$ cat src/rtl/rv32i_pkg.sv
// rv32i_pkg -- shared definitions for the instruction fetch slice.
//   NS_*              : encodings of the next_sel control-transfer field
//   fetch_state_e     : fetch state machine states (REQ, WAIT, HOLD)
//   DEFAULT_RESET_PC  : default first fetch address after reset
//   redirect_kind_taken() : does a transfer kind actually change the PC
package rv32i_pkg;

  localparam logic [1:0] NS_SEQ  = 2'b00;
  localparam logic [1:0] NS_JALR = 2'b01;
  localparam logic [1:0] NS_JAL  = 2'b10;
  localparam logic [1:0] NS_BR   = 2'b11;

  localparam logic [31:0] DEFAULT_RESET_PC = 32'h0000_0000;

  typedef enum logic [1:0] {
    ST_REQ  = 2'd0,
    ST_WAIT = 2'd1,
    ST_HOLD = 2'd2
  } fetch_state_e;

  // Sequential flow never redirects; jal/jalr always do; a branch only
  // redirects when its outcome is taken.
  function automatic logic redirect_kind_taken(input logic [1:0] kind,
                                               input logic       taken);
    logic result;
    result = 1'b0;
    case (kind)
      NS_SEQ:  result = 1'b0;
      NS_JALR: result = 1'b1;
      NS_JAL:  result = 1'b1;
      NS_BR:   result = taken;
      default: result = 1'b0;
    endcase
    return result;
  endfunction

endpackage

$ cat src/rtl/fetch_pc_sel.sv
// fetch_pc_sel -- combinational redirect decision.
//   redirect_valid : a control transfer is resolved this cycle
//   next_sel       : transfer kind (seq / jalr / jal / branch)
//   branch_taken   : branch outcome, only meaningful for a branch
//   target_pc      : computed transfer target
//   redirect_take  : the fetch stream must be redirected this cycle
//   redirect_pc    : word-aligned new fetch address
//   redirect_misal : target had bit 1 set (after the jalr bit-0 mask)
module fetch_pc_sel
  import rv32i_pkg::*;
(
  input  logic        redirect_valid,
  input  logic [1:0]  next_sel,
  input  logic        branch_taken,
  input  logic [31:0] target_pc,
  output logic        redirect_take,
  output logic [31:0] redirect_pc,
  output logic        redirect_misal
);

  logic [31:0] masked_target;
  logic        unused_lsb;

  always_comb begin
    masked_target = target_pc;
    // jalr clears bit 0 of the computed sum before use.
    if (next_sel == NS_JALR) begin
      masked_target = {target_pc[31:1], 1'b0};
    end
  end

  assign redirect_take  = redirect_valid & redirect_kind_taken(next_sel, branch_taken);
  // Fetch only ever issues word addresses; the low two bits are dropped.
  assign redirect_pc    = {masked_target[31:2], 2'b00};
  assign redirect_misal = redirect_take & masked_target[1];

  // Bit 0 is discarded by the word alignment for every transfer kind.
  assign unused_lsb = masked_target[0];

endmodule

$ cat src/rtl/fetch_unit.sv
// fetch_unit -- single-outstanding instruction fetch with redirect support.
//   clk, rst_n                  : clock, asynchronous active-low reset
//   imem_req/addr/gnt           : request channel to instruction memory
//   imem_rvalid/rdata           : response channel from instruction memory
//   id_valid/ready/instr/pc     : held instruction handed to decode
//   opcode/func3/func7          : instruction fields for the control unit
//   redirect_valid, next_sel,
//   branch_taken, target_pc     : control-transfer resolution from execute
//   misalign_err                : one-cycle pulse for a bit-1 misaligned target
module fetch_unit
  import rv32i_pkg::*;
#(
  parameter logic [31:0] RESET_PC = DEFAULT_RESET_PC
) (
  input  logic        clk,
  input  logic        rst_n,
  output logic        imem_req,
  output logic [31:0] imem_addr,
  input  logic        imem_gnt,
  input  logic        imem_rvalid,
  input  logic [31:0] imem_rdata,
  output logic        id_valid,
  input  logic        id_ready,
  output logic [31:0] id_instr,
  output logic [31:0] id_pc,
  output logic [6:0]  opcode,
  output logic [2:0]  func3,
  output logic        func7,
  input  logic        redirect_valid,
  input  logic [1:0]  next_sel,
  input  logic        branch_taken,
  input  logic [31:0] target_pc,
  output logic        misalign_err
);

  fetch_state_e state_reg;
  logic [31:0]  fetch_pc_reg;
  logic [31:0]  req_pc_reg;
  logic [31:0]  id_instr_reg;
  logic [31:0]  id_pc_reg;
  logic         id_valid_reg;
  logic         flush_pending_reg;
  logic         misalign_reg;

  logic         redirect_take;
  logic [31:0]  redirect_pc;
  logic         redirect_misal;

  fetch_pc_sel u_fetch_pc_sel (
    .redirect_valid (redirect_valid),
    .next_sel       (next_sel),
    .branch_taken   (branch_taken),
    .target_pc      (target_pc),
    .redirect_take  (redirect_take),
    .redirect_pc    (redirect_pc),
    .redirect_misal (redirect_misal)
  );

  always_ff @(posedge clk or negedge rst_n) begin
    if (!rst_n) begin
      state_reg         <= ST_REQ;
      fetch_pc_reg      <= RESET_PC;
      req_pc_reg        <= 32'h0;
      id_instr_reg      <= 32'h0;
      id_pc_reg         <= 32'h0;
      id_valid_reg      <= 1'b0;
      flush_pending_reg <= 1'b0;
      misalign_reg      <= 1'b0;
    end else begin
      misalign_reg <= redirect_misal;

      case (state_reg)
        ST_REQ: begin
          if (imem_gnt) begin
            req_pc_reg   <= fetch_pc_reg;
            fetch_pc_reg <= fetch_pc_reg + 32'd4;
            // A redirect in the grant cycle makes the just-issued fetch stale.
            flush_pending_reg <= redirect_take;
            state_reg         <= ST_WAIT;
          end
        end

        ST_WAIT: begin
          if (imem_rvalid) begin
            if (flush_pending_reg || redirect_take) begin
              // Stale response: consume it and refetch from the new PC.
              flush_pending_reg <= 1'b0;
              state_reg         <= ST_REQ;
            end else begin
              id_instr_reg <= imem_rdata;
              id_pc_reg    <= req_pc_reg;
              id_valid_reg <= 1'b1;
              state_reg    <= ST_HOLD;
            end
          end else if (redirect_take) begin
            // Response still in flight; remember to drop it when it lands.
            flush_pending_reg <= 1'b1;
          end
        end

        ST_HOLD: begin
          // A redirect squashes the held word even if decode is ready.
          if (redirect_take || id_ready) begin
            id_valid_reg <= 1'b0;
            state_reg    <= ST_REQ;
          end
        end

        default: begin
          state_reg <= ST_REQ;
        end
      endcase

      // Redirect overrides the sequential increment in every state.
      if (redirect_take) begin
        fetch_pc_reg <= redirect_pc;
      end
    end
  end

  // Gated by rst_n so no request is presented while reset is held.
  assign imem_req     = rst_n & (state_reg == ST_REQ);
  assign imem_addr    = fetch_pc_reg;
  assign id_valid     = id_valid_reg;
  assign id_instr     = id_instr_reg;
  assign id_pc        = id_pc_reg;
  assign opcode       = id_instr_reg[6:0];
  assign func3        = id_instr_reg[14:12];
  assign func7        = id_instr_reg[30];
  assign misalign_err = misalign_reg;

endmodule

$ cat config.mk
export PLATFORM = sky130hd
export DESIGN_NAME = fetch_unit
export DESIGN_NICKNAME = d
export VERILOG_FILES = /design/src/rtl/rv32i_pkg.sv /design/src/rtl/fetch_pc_sel.sv /design/src/rtl/fetch_unit.sv
export SDC_FILE = /design/constraint.sdc
export NUM_CORES = 1
export LEC_CHECK = 0
export ABC_AREA = 1
export CAP_MARGIN = 10
export CORE_MARGIN = 2
export CORE_UTILIZATION = 48
export DETAILED_ROUTE_END_ITERATION = 12
export PLACE_DENSITY = 0.8
export SLEW_MARGIN = 20
export SYNTH_ARGS = -nofsm -noshare
export SYNTH_HDL_FRONTEND = slang
export SYNTH_HIERARCHICAL = 1
export SYNTH_SLANG_ARGS = --single-unit
$ cat constraint.sdc
create_clock -name clk -period 1.7 [get_ports clk]
set_clock_uncertainty 0.1 [all_clocks]
set_input_delay 0.34 -clock clk [delete_from_list [all_inputs] [get_ports clk]]
set_output_delay 0.34 -clock clk [all_outputs]
set_load 0.02 [all_outputs]
==> impl_metrics.env <==
export IMPL_status="complete, no violations"
export IMPL_grt_usage=0.2456
export IMPL_syn_cell_area_um2=6417
export IMPL_clk_latency_ps=430
export IMPL_drt_vias_per_instance=5.004
export IMPL_rows=42
export IMPL_final_common_cell="nand2_1"
export IMPL_dominantRegCellSynth="dfrtp_1"
export IMPL_yosys_warnings=6
export IMPL_dr_total_vias=5474
export IMPL_swShare=0.3846
export IMPL_worst_pin_slew_ps=685.3
export IMPL_netlist_area_leader_share=0.5186
export IMPL_crit_family="flip-flops"
export IMPL_dieArea_um2=14310
export IMPL_clkPwrFrac=0.218
export IMPL_netlist_instances=696
export IMPL_ys_ff_latch=133
export IMPL_drv_slew=0
export IMPL_worstPathArrival_ps=1240
export IMPL_syn2layout_area_growth_pct=47.12
export IMPL_ys_top_cells_by_area="dfrtp_1 (52%), nand2_1 (10%), mux2_2 (8.4%)"
export IMPL_start_util=0.4885
export IMPL_period_needed_ps=1675
export IMPL_die_h_um=119.6
export IMPL_cts_made_buffers=17
export IMPL_worstPathRequired_ps=1260
export IMPL_routed_wire_length_per_instance_um=15.52
export IMPL_grt_overflow_total=0
export IMPL_p_per_area_nw_per_um2=1801
export IMPL_path_cells="buf_4 -> clkdlybuf4s15_2"
export IMPL_p_int_mw=10.46
export IMPL_cts_clk_slew_worst_paths_ps=50
export IMPL_drtPass1Iterations=5
export IMPL_cts_tree="yes"
export IMPL_synth_async_reset_ratio=1.000
export IMPL_dp_hpwl_mm=11.11
export IMPL_first_global_vias=5531
export IMPL_postSynthAreaPerCell_um2=9.220
export IMPL_drive_above_1_share=0.2222
export IMPL_crit_path_max_incr_delay_ps=420
export IMPL_maxSlewHeadroom=0.5431
export IMPL_ys_seq_area_frac=0.5186
export IMPL_layout_common_cells="nand2_1 (173), dfrtp_1 (130), dlygate4sd2_1 (96), clkdlybuf4s50_1 (66), inv_1 (64)"
export IMPL_root_buffer="clkbuf_16"
export IMPL_finalHoldViolations=0
export IMPL_die_w_um=119.6
export IMPL_nets=981
export IMPL_total_power_mw=17.00
export IMPL_hold_path_class="primary input to register"
export IMPL_synth_top_area_cell="dfrtp_1"
export IMPL_seqPwrFrac=0.330
export IMPL_design_area_um2=9442
export IMPL_numPortBuffers=181
export IMPL_vdd_drop_max_uv=933.1
export IMPL_drtIter0Drc=404
export IMPL_leakage_nw=4.678
export IMPL_finalWirelength_mm=16.98
export IMPL_p_sw_mw=6.538
export IMPL_cts_sinks=133
export IMPL_filler_cell_count=950
export IMPL_ys_types=27
export IMPL_core_um2=13140
export IMPL_dpl_instance_area_um2=8461
export IMPL_ant_nets=0
export IMPL_grt_max_degree=134
export IMPL_pwr_share_comb=0.452
export IMPL_antenna_found_initial=0
export IMPL_synth_edf_count=0
export IMPL_critPathCaptureType="primary output"
export IMPL_start_kind="register"
export IMPL_critical_path_buf_inv_count=2
export IMPL_fmaxAchievable_mhz=597.0
export IMPL_antennaDiodeCount=0
export IMPL_max_cap_viol_count=0
export IMPL_finalSetupViolCount=0
export IMPL_cts_max_level=4
export IMPL_drc_errors=0
export IMPL_place_gp_congestion=0.8903
export IMPL_crit_fanout=4
export IMPL_io_pins=183
export IMPL_rsz0062_at_grt="true"
export IMPL_cts_max_path_buffers=2
export IMPL_worst_setup_path_type="register to primary output"
export IMPL_period_share=0.9854
export IMPL_crit_path_top_delay_cell="dfrtp_2"
export IMPL_grt_pass1_wl_mm=27.69
-- worst reg2reg max path: cells and delay by family (launching register included) --
family	cells	cell delay, ps
flops	1	390
buf+inv	4	540
mux	1	300
simple gates	2	220
-- cell families (layout without fill, tap and decap cells) --
family / Yosys count / after routing / synth area share
muxes: 62 / 62 / 0.1170
DFF: 133 / 133 / 0.5186
other: 1 / 2 / 0.0005843
and+or+nand+nor: 281 / 281 / 0.1792
xor gates and xnor gates: 5 / 5 / 0.006824
buffers and inverters: 136 / 357 / 0.1104
AOI/OAI and AO/OA: 75 / 75 / 0.06161
adders and majority gates: 3 / 3 / 0.005850
-- cell type report --
| class | instances | area, µm² | share of cell area |
|---|---|---|---|
| flip-flops and latches | 133 | 3332 | 0.3529 |
| clock inverters | 11 | 123.9 | 0.01312 |
| inverters | 71 | 281.5 | 0.02982 |
| clock buffers | 21 | 480.5 | 0.05089 |
| repair buffers | 254 | 2491 | 0.2638 |
| well taps | 176 | 220.2 | 0.02332 |
| multi-input cells | 428 | 2512 | 0.2661 |
-- final timing paths --
path	from	end	slack [ps]	cells after the start
min in group asynchronous	rst_n	id_instr[24]$_DFFE_PN0P_	550	3
max in group asynchronous	rst_n	imem_addr[3]$_DFFE_PN0P_	420	3
max reg2reg	state_reg[1]$_DFFE_PN0P_	id_instr[4]$_DFFE_PN0P_	40	7
min reg2reg	req_pc_reg[5]$_DFFE_PN0P_	req_pc_reg[5]$_DFFE_PN0P_	390	2
min	target_pc[1]	misalign_err$_DFF_PN0_	380	3
max	imem_addr[3]$_DFFE_PN0P_	imem_addr[3]	20	2
-- timing repair --
action / CTS / global route
cloned: 5 / 2
setup buffers: 24 / 3
hold endpoints to repair: 101 / 0
resized for setup: 165 / 33
pin swaps: 7 / 7
setup endpoints to repair: 208 / 78
hold buffers: 1 / 0
-- per-layer routing --
layer  part of all wire  GRT usage  wire, µm
met1               0.43     0.3187      7368
met2               0.48     0.4007      8214
met3              0.054    0.05276       922
met4              0.028     0.1022       476
met5                  0          0         0
-- synth_stat cells, drive strengths merged, types with 3 or more instances --
| cell type | number |
|---|---|
| nand2 | 178 |
| nand3 | 48 |
| o21bai | 3 |
| inv | 71 |
| buf | 57 |
| ha | 3 |
| xor2 | 4 |
| dfrtp | 133 |
| clkbuf | 8 |
| nor2 | 51 |
| o21ai | 64 |
| mux2 | 62 |
| a21oi | 4 |
-- per-stage QoR --
| stage | hold slack, ps | TNS (ps) | setup WS (ps) | util | instances |
|---|---|---|---|---|---|
| floorplan | -55.59 | -8797 | -212.7 | - | 697 |
| global placement | 361.9 | -75420 | -848.5 | 0.6440 | 1031 |
| detailed placement | 369.2 | -76600 | -878.9 | 0.6440 | 1031 |
| CTS | 344.9 | -406.6 | -63.77 | 0.7129 | 1091 |
| global route | 382.5 | -70.80 | -29.25 | 0.7187 | 1094 |
| finish | 377.1 | 0 | 24.85 | 0.7187 | 1094 |
-- power groups by stage --
stage / Combinational (mW) / Clock, mW / Sequential (mW)
2_1_floorplan: 3.02 / 0 / 6.76
3_3_place_gp: 7.60 / 0 / 5.61
3_5_place_dp: 7.77 / 0 / 5.65
4_1_cts: 7.57 / 3.73 / 5.58
5_1_grt: 8.30 / 3.90 / 5.80
6_report: 7.69 / 3.70 / 5.61
Note: power is estimated with default switching activity, not from simulation.
